File: src/rtl/cve2_xif_result_arbiter.sv
`default_nettype none
// ============================================================================
// Module      : cve2_xif_result_arbiter
// Description : Merges X_NUM_CH CORE-V XIF coprocessor result channels into
//               the single CPU-side result channel. Each channel has a
//               DEPTH-entry FIFO. A round-robin arbiter drains the FIFOs into
//               one registered output stage with a valid/ready handshake.
//
// Optional    : `define CVE2_XIF_RESULT_ARB_EXC_PRIO_EN makes channels whose
//               head entry carries exc=1 or err=1 win over normal entries.
//               Round-robin order still applies among those channels.
//
// Ports       : clk_i                  clock
//               rst_i                  synchronous active-high reset
//               coproc_result_valid_i  per-channel result valid
//               coproc_result_ready_o  per-channel result ready (= !full)
//               coproc_result_i        per-channel packed results, channel k
//                                      at [k*RES_W +: RES_W]
//               cpu_result_valid_o     merged result valid
//               cpu_result_ready_i     core accepts result
//               cpu_result_o           merged packed result
//               cpu_result_src_o       channel index of presented result
//
// Result packing (MSB first): id, hartid, data, rd, we, ecsdata, ecswe,
//               exc, exccode, err, dbg
//
// Revision    : 1.0  initial release
// ============================================================================
module cve2_xif_result_arbiter #(
    parameter  int X_NUM_CH       = 2,
    parameter  int DEPTH          = 2,
    parameter  int X_ID_WIDTH     = 4,
    parameter  int X_HARTID_WIDTH = 1,
    parameter  int X_RFW_WIDTH    = 32,
    parameter  int X_DUALWRITE    = 0,
    localparam int RES_W          = X_ID_WIDTH + X_HARTID_WIDTH + X_RFW_WIDTH
                                    + 5 + (X_DUALWRITE + 1) + 6 + 3 + 1 + 6 + 1 + 1,
    localparam int SRC_W          = (X_NUM_CH > 1) ? $clog2(X_NUM_CH) : 1
) (
    input  logic                      clk_i,
    input  logic                      rst_i,
    input  logic [X_NUM_CH-1:0]       coproc_result_valid_i,
    output logic [X_NUM_CH-1:0]       coproc_result_ready_o,
    input  logic [X_NUM_CH*RES_W-1:0] coproc_result_i,
    output logic                      cpu_result_valid_o,
    input  logic                      cpu_result_ready_i,
    output logic [RES_W-1:0]          cpu_result_o,
    output logic [SRC_W-1:0]          cpu_result_src_o
);

    localparam int               AW    = $clog2(DEPTH);
    localparam logic [SRC_W:0]   C_NUM = (SRC_W + 1)'(X_NUM_CH);
    localparam logic [SRC_W-1:0] C_LAST = SRC_W'(X_NUM_CH - 1);

    // ------------------------------------------------------------------
    // Per-channel FIFO state
    // ------------------------------------------------------------------
    logic [X_NUM_CH-1:0] w_empty;
    logic [X_NUM_CH-1:0] w_full;
    logic [X_NUM_CH-1:0] w_pop;
    logic [RES_W-1:0]    w_head [X_NUM_CH];

    // ------------------------------------------------------------------
    // Arbiter / output stage signals
    // ------------------------------------------------------------------
    logic [X_NUM_CH-1:0]   w_req;
    logic [2*X_NUM_CH-1:0] w_req2;
    logic [X_NUM_CH-1:0]   w_rot;
    logic [SRC_W-1:0]      w_off;
    logic [SRC_W:0]        w_sum;
    logic [SRC_W-1:0]      w_grant;
    logic [SRC_W-1:0]      w_rr_next;
    logic                  w_found;
    logic                  w_load_en;
    logic [RES_W-1:0]      w_sel;

    logic                  r_valid;
    logic [RES_W-1:0]      r_data;
    logic [SRC_W-1:0]      r_src;
    logic [SRC_W-1:0]      r_rr_ptr;

    for (genvar k = 0; k < X_NUM_CH; k++) begin : g_ch
        logic [RES_W-1:0] r_mem [DEPTH];
        logic [AW:0]      r_wptr;
        logic [AW:0]      r_rptr;
        logic             w_push;

        // Extra pointer MSB distinguishes full from empty when the low bits match.
        assign w_empty[k] = (r_wptr == r_rptr);
        assign w_full[k]  = (r_wptr[AW] != r_rptr[AW]) &&
                            (r_wptr[AW-1:0] == r_rptr[AW-1:0]);

        // Ready depends only on stored state (and reset), never on the
        // CPU-side ready, so a full FIFO stays not-ready while it is popped.
        assign coproc_result_ready_o[k] = ~w_full[k] & ~rst_i;
        assign w_push  = coproc_result_valid_i[k] & coproc_result_ready_o[k];
        assign w_pop[k] = w_load_en & w_found & (w_grant == SRC_W'(k));
        assign w_head[k] = r_mem[r_rptr[AW-1:0]];

        always_ff @(posedge clk_i) begin
            if (rst_i) begin
                r_wptr <= '0;
                r_rptr <= '0;
            end else begin
                if (w_push) begin
                    r_wptr <= r_wptr + 1'b1;
                end
                if (w_pop[k]) begin
                    r_rptr <= r_rptr + 1'b1;
                end
            end
        end

        // Storage needs no reset: entries are only read once pointers say valid.
        always_ff @(posedge clk_i) begin
            if (w_push) begin
                r_mem[r_wptr[AW-1:0]] <= coproc_result_i[k*RES_W +: RES_W];
            end
        end
    end

    // ------------------------------------------------------------------
    // Request vector
    // ------------------------------------------------------------------
`ifdef CVE2_XIF_RESULT_ARB_EXC_PRIO_EN
    localparam int C_EXC_BIT = 8;
    localparam int C_ERR_BIT = 1;
    logic [X_NUM_CH-1:0] w_prio;

    for (genvar k = 0; k < X_NUM_CH; k++) begin : g_prio
        assign w_prio[k] = ~w_empty[k] &
                           (w_head[k][C_EXC_BIT] | w_head[k][C_ERR_BIT]);
    end

    // Exceptional heads mask out normal ones; rotation below keeps fairness.
    assign w_req = (|w_prio) ? w_prio : ~w_empty;
`else
    assign w_req = ~w_empty;
`endif

    // ------------------------------------------------------------------
    // Round-robin grant: rotate requests so rr_ptr lands at bit 0, find the
    // lowest set bit, then rotate the offset back modulo X_NUM_CH.
    // ------------------------------------------------------------------
    assign w_req2  = {w_req, w_req};
    assign w_rot   = X_NUM_CH'(w_req2 >> r_rr_ptr);
    assign w_found = |w_req;

    always_comb begin
        w_off = '0;
        for (int i = X_NUM_CH - 1; i >= 0; i--) begin
            if (w_rot[i]) begin
                w_off = SRC_W'(i);
            end
        end
    end

    assign w_sum     = {1'b0, r_rr_ptr} + {1'b0, w_off};
    assign w_grant   = (w_sum >= C_NUM) ? SRC_W'(w_sum - C_NUM) : SRC_W'(w_sum);
    assign w_rr_next = (w_grant == C_LAST) ? '0 : (w_grant + 1'b1);

    always_comb begin
        w_sel = '0;
        for (int i = 0; i < X_NUM_CH; i++) begin
            if (w_grant == SRC_W'(i)) begin
                w_sel = w_head[i];
            end
        end
    end

    // ------------------------------------------------------------------
    // Registered output stage
    // ------------------------------------------------------------------
    assign w_load_en = ~r_valid | cpu_result_ready_i;

    always_ff @(posedge clk_i) begin
        if (rst_i) begin
            r_valid  <= 1'b0;
            r_data   <= '0;
            r_src    <= '0;
            r_rr_ptr <= '0;
        end else if (w_load_en) begin
            if (w_found) begin
                r_valid  <= 1'b1;
                r_data   <= w_sel;
                r_src    <= w_grant;
                r_rr_ptr <= w_rr_next;
            end else begin
                r_valid  <= 1'b0;
            end
        end
    end

    assign cpu_result_valid_o = r_valid;
    assign cpu_result_o       = r_data;
    // With a single channel the grant is constantly zero, so this is tied 0.
    assign cpu_result_src_o   = r_src;

endmodule
`default_nettype wire
File: config.mk
export PLATFORM = sky130hd
export DESIGN_NAME = cve2_xif_result_arbiter
export DESIGN_NICKNAME = d
export VERILOG_FILES = /design/src/rtl/cve2_xif_result_arbiter.sv
export SDC_FILE = /design/constraint.sdc
export NUM_CORES = 1
export LEC_CHECK = 0
export ABC_AREA = 1
export CAP_MARGIN = 25
export CORE_MARGIN = 2
export CORE_UTILIZATION = 45
export CTS_BUF_LIST = sky130_fd_sc_hd__clkbuf_8 sky130_fd_sc_hd__clkbuf_16
export CTS_CLUSTER_SIZE = 8
export DETAILED_ROUTE_END_ITERATION = 8
export GPL_TIMING_DRIVEN = 1
export PLACE_DENSITY_LB_ADDON = 0.2
export SYNTH_ARGS = -nofsm -noshare
export SYNTH_HDL_FRONTEND = slang
export SYNTH_SLANG_ARGS = --single-unit
File: constraint.sdc
create_clock -name clk_i -period 3.9 [get_ports clk_i]
set_input_delay 0.78 -clock clk_i [delete_from_list [all_inputs] [get_ports clk_i]]
set_output_delay 0.78 -clock clk_i [all_outputs]
set_load 0.01 [all_outputs]
==> results of run 1 <==
## synthesized netlist by cell type, drive strengths merged
cell    instances  area [um2]
a21oi          15        82.6
nand2         215         847
buf            60         362
clkbuf         12        45.0
inv           199         747
xor2            2        17.5
edfxtp        244        7330
o21ai         126         631
dfxtp          74        1480
nand3         250        1260
nor2            8        30.0
## state kept, by name, summed over array words and instances (netlist names), named ones only
register            flops
cpu_result_src_o        1
g_ch.r_rptr             4
r_rr_ptr                1
g_ch.r_wptr             4
cpu_result_o           61
g_ch.r_mem            244
cpu_result_valid_o      1
## path summary, 6_finish.rpt
check | slack [ps] | cells past startpoint | endpoint
worst max register to register | 1790 | 9 | cpu_result_o[53]
worst min register to register | 480 | 2 | cpu_result_src_o
worst min-delay path | 480 | 2 | cpu_result_src_o
worst max-delay path | 900 | 3 | coproc_result_ready_o[1]
## final cells by class
class,instances,area [um2],area share (%)
multi-input cells,616,2910,17.8
clock buffers,48,1190,7.28
well taps,378,473,2.89
diodes,2,5.00,0.0306
inverters,199,747,4.57
repair buffers,210,2070,12.7
flip-flops and latches,318,8820,54.0
clock inverters,34,133,0.812
## through the flow
step | util (%) | cell area (um2) | worst slack (ps)
after floorplan | - | 12800 | 821
after global placement | 53.7 | 15000 | 948
after detailed placement | 53.7 | 15000 | 908
after CTS | 58.5 | 16300 | 898
after global routing | 58.5 | 16300 | 851
final | 58.5 | 16300 | 904
## layer usage
metal  vias to the layer above  part of all wire (%)  wire length (um)
met5                         -                 0.042                13
met4                         2                   2.2               687
met3                        55                   5.8              1820
met2                       255                    47             14700
met1                      4298                    45             13900
li1                       4422                     -                 -
## cell families (layout without fill, tap and decap cells)
| family | count (synthesis) | count (layout) | share of synthesized area (%) |
|---|---|---|---|
| AND/OR/NAND/NOR | 473 | 473 | 16.6 |
| flip-flops | 318 | 318 | 68.7 |
| buffers and inverters | 271 | 491 | 8.99 |
| AO/OA/AOI/OAI | 141 | 141 | 5.56 |
| XOR/XNOR | 2 | 2 | 0.137 |
| other | 0 | 2 | 0 |
## critical path: cells and delay by family
kind	cells	cell delay [ps]
buffers and inverters	2	1190
AOI/OAI and AO/OA	1	240
## power by group through the flow
stage                     Sequential, uW  Clock, uW  Combinational (uW)
final                               4580       3530                3580
after global routing                4650       3750                3980
after CTS                           4580       3600                3610
after detailed placement            4640          0                3580
after global placement              4700          0                3460
after floorplan                     4530          0                2320
## placed cells by master, fill, tap and decap left out, drive strengths merged
cell           synthesis  routed
dfxtp                 74      74
buf                   60      19
edfxtp               244     244
a21oi                 15      15
inv                  199     233
xor2                   2       2
diode                  0       2
clkdlybuf4s50          0     191
nand2                215     215
clkbuf                12      48
nand3                250     250
o21ai                126     126
nor2                   8       8
==> impl_metrics.env, run 1 <==
export IMPL_outcome="finished, final reports clean"
export IMPL_min_period_ps=3000
export IMPL_worstMarginPinSlew_ps=929
export IMPL_dieHeight_um=173
export IMPL_cts_setup_buffers=0
export IMPL_grt_usage_pct=20.8
export IMPL_insertion_delay_ps=530
export IMPL_hp_start="cpu_result_src_o"
export IMPL_n_fill_cell=2354
export IMPL_reg2reg_from="g_ch[1].r_wptr[0]"
export IMPL_p_sw_share_pct=34.3
export IMPL_crit_type="in2out"
export IMPL_hold_path_class="reg2reg"
export IMPL_syn_inst=1205
export IMPL_met2_usage_pct=34.3
export IMPL_ys_seq_area_share_pct=68.7
export IMPL_power_density_mw_per_mm2=715
export IMPL_p_int_uw=7680
export IMPL_path_clk_slew_ps=50
export IMPL_antenna_found_initial=3
export IMPL_grt_use_met1_pct=27.7
export IMPL_drv_slew=0
export IMPL_nets=1517
export IMPL_critPathLaunch="rst_i"
export IMPL_instances_no_fill=1805
export IMPL_hold_violations=0
export IMPL_power_switching_uw=4000
export IMPL_busiest_layer="met2"
export IMPL_avgSynthCellArea_um2=10.6
export IMPL_clkSinkCount=318
export IMPL_drc=0
export IMPL_dpl_cell_count=1721
export IMPL_hold_buffers=0
export IMPL_finalPower_uw=11700
export IMPL_critPathSlowestCell="clkdlybuf4s50_1"
export IMPL_ctsRootBufferMaster="clkbuf_16"
export IMPL_grt_pass1_vias=9026
export IMPL_ys_warnings_count=0
export IMPL_critical_path_required_ps=3120
export IMPL_path_max_fanout=12
export IMPL_synth_area_mm2=0.0128
export IMPL_peakVddDrop_mv=0.602
export IMPL_via_per_inst=5.00
export IMPL_hpwlAfterDp_um=17900
export IMPL_setup_violations=0
export IMPL_ant_nets=0
export IMPL_holdWs_ps=479
export IMPL_fin_crit_sh_pct=76.8
export IMPL_cts_tree="done"
export IMPL_die_area_mm2=0.0299
export IMPL_drive_gt1_share_pct=6.74
export IMPL_synth_cell_types=19
export IMPL_cap_violations=0
export IMPL_ys_seq_elements=318
export IMPL_cts_max_level=2
export IMPL_finClkSkew_ps=13.9
export IMPL_synth_nets=1332
export IMPL_pwr_share_seq_pct=39.2
export IMPL_fmax_ghz=0.334
export IMPL_port_buffers=191
export IMPL_grt_max_degree=92
export IMPL_cp_end_kind="primary output"
export IMPL_comb_power_share_pct=30.6
export IMPL_slew_headroom_pct=38.1
export IMPL_clk_path_buf_depth=3
export IMPL_routabilityCongestion=0.774
export IMPL_avgRoutedWirePerCell_um=17.2
export IMPL_grt_pass1_wl_um=48800
export IMPL_grt_overflow=0
export IMPL_fp_dieW_um=173
export IMPL_rsz0062_at_grt="no"
export IMPL_worstPathArrival_ps=2220
export IMPL_worstPathCellList="clkdlybuf4s50_1 -> a21oi_1 -> clkdlybuf4s50_1"
export IMPL_critPathLaunchType="input port"
export IMPL_ioPinCount=192
export IMPL_cts_resized=0
export IMPL_core_mm2=0.0279
export IMPL_drt_pass1_iterations=5
export IMPL_cpMostUsedCell="clkdlybuf4s50_1"
export IMPL_postRouteWirelength_um=31100
export IMPL_clkPwrFrac_pct=30.2
export IMPL_first_iter_violations=655
export IMPL_core_rowCount=61
export IMPL_leakagePower_uw=0.00667
export IMPL_routed_via_count=9032
export IMPL_slowest_delay_ps=630
export IMPL_tns_ps=0
export IMPL_gr_usage_met3_pct=4.24
export IMPL_cts_buffers=45
export IMPL_syn_to_final_growth_pct=27.4
export IMPL_initial_core_util_pct=45.9
(Power assumes the default switching activity.)
==> inputs of run 2 (changes only) <==
Clock period 3.9 ns to 3.1 ns, I/O delays scaled along.
==> run 2 against run 1 <==
Against the previous run: non-clock buffer count decreased by 1; largest power group unchanged; die area is the same; wire length fell by 2.3%; worst setup slack got worse by 510 ps; total power increased by 26%.
==> impl_metrics.env, run 2 (synthesis gave the netlist of run 1 again) <==
export IMPL_first_iter_violations=685
export IMPL_rsz0062_at_grt="no"
export IMPL_cts_max_level=2
export IMPL_routed_via_count=8961
export IMPL_final_cell_mix="nand3_1 (249), edfxtp_1 (244), inv_1 (227)"
export IMPL_multi_input_area_mm2=0.00291
export IMPL_drive_gt1_share_pct=6.66
export IMPL_slew_headroom_pct=39.7
export IMPL_cts_setup_buffers=0
export IMPL_nets=1516
export IMPL_grt_max_degree=66
export IMPL_peakVddDrop_mv=0.632
export IMPL_hold_violations=0
export IMPL_critPathLaunchType="input port"
export IMPL_cts_resized=0
export IMPL_hpwlAfterDp_um=17400
export IMPL_grt_overflow=0
export IMPL_core_mm2=0.0279
export IMPL_largest_reg_flops=244
export IMPL_worstPathArrival_ps=2080
export IMPL_die_area_mm2=0.0299
export IMPL_ioPinCount=192
export IMPL_initial_core_util_pct=45.9
export IMPL_grt_pass1_wl_um=48000
export IMPL_ant_nets=0
export IMPL_min_period_ps=2700
export IMPL_drc=0
export IMPL_clkSinkCount=318
export IMPL_crit_type="in2out"
export IMPL_port_buffers=191
export IMPL_grt_pass1_vias=8752
export IMPL_fin_crit_sh_pct=87.2
export IMPL_cts_tree="done"
export IMPL_worstMarginPinSlew_ps=904
export IMPL_path_max_fanout=12
export IMPL_syn_to_final_growth_pct=28.0
export IMPL_setup_violations=0
export IMPL_power_density_mw_per_mm2=897
export IMPL_core_rowCount=61
export IMPL_fmax_ghz=0.370
export IMPL_hold_path_class="reg2reg"
export IMPL_cp_end_kind="primary output"
export IMPL_grt_usage_pct=20.5
export IMPL_layout_commonest_cell="nand3_1"
export IMPL_fin_util_pct=58.8
export IMPL_dieHeight_um=173
export IMPL_n_fill_cell=2322
export IMPL_hold_buffers=0
export IMPL_antenna_found_initial=3
export IMPL_cap_violations=0
export IMPL_path_clk_slew_ps=50
export IMPL_leakagePower_uw=0.00670
export IMPL_postRouteWirelength_um=30400
export IMPL_ff_latch_area_mm2=0.00882
export IMPL_drt_pass1_iterations=5
export IMPL_routabilityCongestion=0.778
export IMPL_insertion_delay_ps=530
export IMPL_cts_buffers=45
export IMPL_via_per_inst=4.96
export IMPL_finClkSkew_ps=18.3
export IMPL_outcome="finished, final reports clean"
export IMPL_drv_slew=0
export IMPL_tns_ps=0
export IMPL_avgRoutedWirePerCell_um=16.8
export IMPL_clk_path_buf_depth=3
export IMPL_ctsRootBufferMaster="clkbuf_16"
export IMPL_critical_path_required_ps=2480
export IMPL_fp_dieW_um=173
==> run 2: through the flow <==
step	setup slack [ps]	power [uW]	hold slack, ps	cell area, um2	cells
3_5_place_dp	413	10400	476	15100	1720
4_1_cts	405	14900	484	16400	1804
6_report	397	14700	492	16400	1807
2_1_floorplan	181	8620	483	12800	1205
5_1_grt	298	15600	543	16400	1806
3_3_place_gp	448	10300	467	15100	1720
==> run 2: path summary, 6_finish.rpt <==
kind                      from                        to  slack (ps)  cells after the start
max                      rst_i  coproc_result_ready_o[1]         400                      3
min           cpu_result_src_o          cpu_result_src_o         490                      2
max reg2reg  g_ch[1].r_wptr[0]          cpu_result_o[48]        1080                      9
min reg2reg   cpu_result_src_o          cpu_result_src_o         490                      2
==> run 2: per-layer routing <==
metal,vias up,GRT usage [%],part of all wire (%),wire [um]
li1,4421,-,-,-
met1,4205,27.6,44,13400
met2,292,33.7,48,14600
met3,43,3.83,5.8,1760
met4,0,6.89,1.9,590
met5,-,0,0,0
==> run 2: worst max-delay path, stage by stage <==
cell	delay (ps)
clkdlybuf4s50_1	640
a21oi_1	260
clkdlybuf4s50_1	560
==> run 2: area by class of cell <==
class                           instances  share of cell area [%]
Sequential cell                       318                    53.7
Inverter                              199                    4.55
Multi-Input combinational cell        616                    17.7
Tap cell                              378                    2.88
Clock buffer                           48                    7.25
Antenna cell                            3                  0.0457
Clock inverter                         36                   0.854
Timing Repair Buffer                  209                    13.0
==> run 2: power by group <==
part,switching (uW),internal (uW)
registers,498,5210
logic,2820,1780
clock network,1700,2720
==> inputs of run 3 (changes only) <==
Settings changed: CORE_UTILIZATION 45 to 30, PLACE_DENSITY from default to 0.59, PLACE_DENSITY_LB_ADDON 0.2 to default, SKIP_CTS_REPAIR_TIMING from default to 1.
==> run 3 against run 2 <==
Against the previous run: sequential power is 1% lower; largest power group unchanged; final cell count is 8.9% higher; die area up 49%; maximum frequency is 3.3% lower; combinational power increased by 4%; critical endpoint is now coproc_result_ready_o[0]; non-clock buffer count grew 4; sequential cell count stayed put; worst setup slack worse by 91 ps; first-iteration DRC count shrank 23%; worst hold slack worse by 10 ps; global-route usage shrank 4.7 points; register-to-register slack about the same.
==> impl_metrics.env, run 3 (synthesis gave the netlist of run 1 again) <==
export IMPL_ctsRootBufferMaster="clkbuf_16"
export IMPL_core_mm2=0.0420
export IMPL_worstPathCellList="inv_2 -> nand2_2 -> nand2_2 -> a21oi_1 -> clkdlybuf4s50_1"
export IMPL_postRouteWirelength_um=34900
export IMPL_dieHeight_um=211
export IMPL_setup_violations=0
export IMPL_cts_tree="done"
export IMPL_fp_dieW_um=211
export IMPL_path_max_fanout=5
export IMPL_nets=1520
export IMPL_slew_headroom_pct=39.9
export IMPL_fmax_ghz=0.358
export IMPL_cap_violations=0
export IMPL_wl_met3_um=1970
export IMPL_critPathLaunchType="flip-flop"
export IMPL_grt_overflow=0
export IMPL_ioPinCount=192
export IMPL_clkSinkCount=318
export IMPL_drv_slew=0
export IMPL_port_buffers=191
export IMPL_critPathSlowestCell="clkdlybuf4s50_1"
export IMPL_path_clk_slew_ps=50
export IMPL_min_period_ps=2790
export IMPL_ff_latch_area_mm2=0.00882
export IMPL_initial_core_util_pct=30.5
export IMPL_tns_ps=0
export IMPL_multi_input_area_mm2=0.00291
export IMPL_topRoutingLayerUsed="met5"
export IMPL_drt_pass1_iterations=4
export IMPL_via_per_inst=4.51
export IMPL_cpMostUsedCell="nand2_2"
export IMPL_peakVddDrop_mv=0.513
export IMPL_grt_max_degree=66
export IMPL_finClkSkew_ps=11.2
export IMPL_first_iter_violations=527
export IMPL_wl_met1_um=15800
export IMPL_cts_max_level=2
export IMPL_crit_type="reg2out"
export IMPL_grt_pass1_wl_um=52300
export IMPL_avgRoutedWirePerCell_um=17.8
export IMPL_routed_via_count=8871
export IMPL_n_fill_cell=4081
export IMPL_layout_commonest_cell="nand3_1"
export IMPL_slowest_delay_ps=610
export IMPL_dpl_instance_area_mm2=0.0153
export IMPL_syn_to_final_growth_pct=29.5
export IMPL_drc=0
export IMPL_outcome="finished, final reports clean"
export IMPL_drive_gt1_share_pct=6.87
export IMPL_place_ws_ps=515
export IMPL_grt_usage_pct=15.8
export IMPL_worstPathArrival_ps=2170
export IMPL_fin_util_pct=39.5
export IMPL_insertion_delay_ps=550
export IMPL_hpwlAfterDp_um=21800
export IMPL_final_cell_mix="nand3_1 (249), edfxtp_1 (244), inv_1 (225)"
export IMPL_fin_crit_sh_pct=90.1
export IMPL_cts_buffers=45
export IMPL_core_rowCount=75
export IMPL_critical_path_required_ps=2480
export IMPL_hold_path_class="reg2reg"
export IMPL_holdWs_ps=482
export IMPL_clk_path_buf_depth=3
export IMPL_hold_violations=0
export IMPL_die_area_mm2=0.0444
export IMPL_leakagePower_uw=0.00669
export IMPL_rsz0062_at_grt="no"
export IMPL_cp_end_kind="primary output"
export IMPL_wl_met2_um=16200
export IMPL_largest_reg_flops=244
export IMPL_design_area_mm2=0.0166
export IMPL_routabilityCongestion=0.751
export IMPL_grt_pass1_vias=8581
export IMPL_power_density_mw_per_mm2=896
export IMPL_antenna_found_initial=7
export IMPL_fin_ws_ps=306
export IMPL_worstMarginPinSlew_ps=901
export IMPL_ant_nets=0
==> run 3: per-stage QoR <==
stage	power, uW	cells
finish	14900	1968
CTS	15100	1966
floorplan	8620	1205
global placement	10500	1885
detailed placement	10600	1885
global route	15800	1968
==> run 3: routing by layer <==
layer  up-vias  track usage, %
li1       4426               -
met1      4134            20.9
met2       241            25.0
met3        62            3.43
met4         8            6.51
met5         -               0
==> run 3: report_power, final <==
| part | internal (uW) | switching, uW | total (uW) |
|---|---|---|---|
| logic | 1780 | 3020 | 4800 |
| clock network | 2690 | 1760 | 4460 |
| registers | 5210 | 420 | 5630 |
==> run 3: path summary, 6_finish.rpt <==
kind / endpoint / cells past startpoint / start / slack [ps]
max: coproc_result_ready_o[0] / 5 / g_ch[0].r_wptr[0] / 310
min: cpu_result_src_o / 2 / cpu_result_src_o / 480
max reg2reg: cpu_result_o[16] / 9 / g_ch[0].r_wptr[0] / 1080
min reg2reg: cpu_result_src_o / 2 / cpu_result_src_o / 480
==> run 3: critical path, delay by kind of cell (launching register included) <==
family | cells | cell delay (ps)
AOI/OAI and AO/OA | 1 | 330
buffers and inverters | 2 | 710
DFF | 1 | 400
and+or+nand+nor | 2 | 180
==> run 3: layout make-up <==
class                           instances  share of cell area [%]
Clock inverter                         34                   0.798
Clock buffer                           47                    7.08
Multi-Input combinational cell        616                    17.5
Antenna cell                            2                  0.0301
Timing Repair Buffer                  213                    13.0
Inverter                              199                    4.50
Tap cell                              539                    4.06
Sequential cell                       318                    53.1
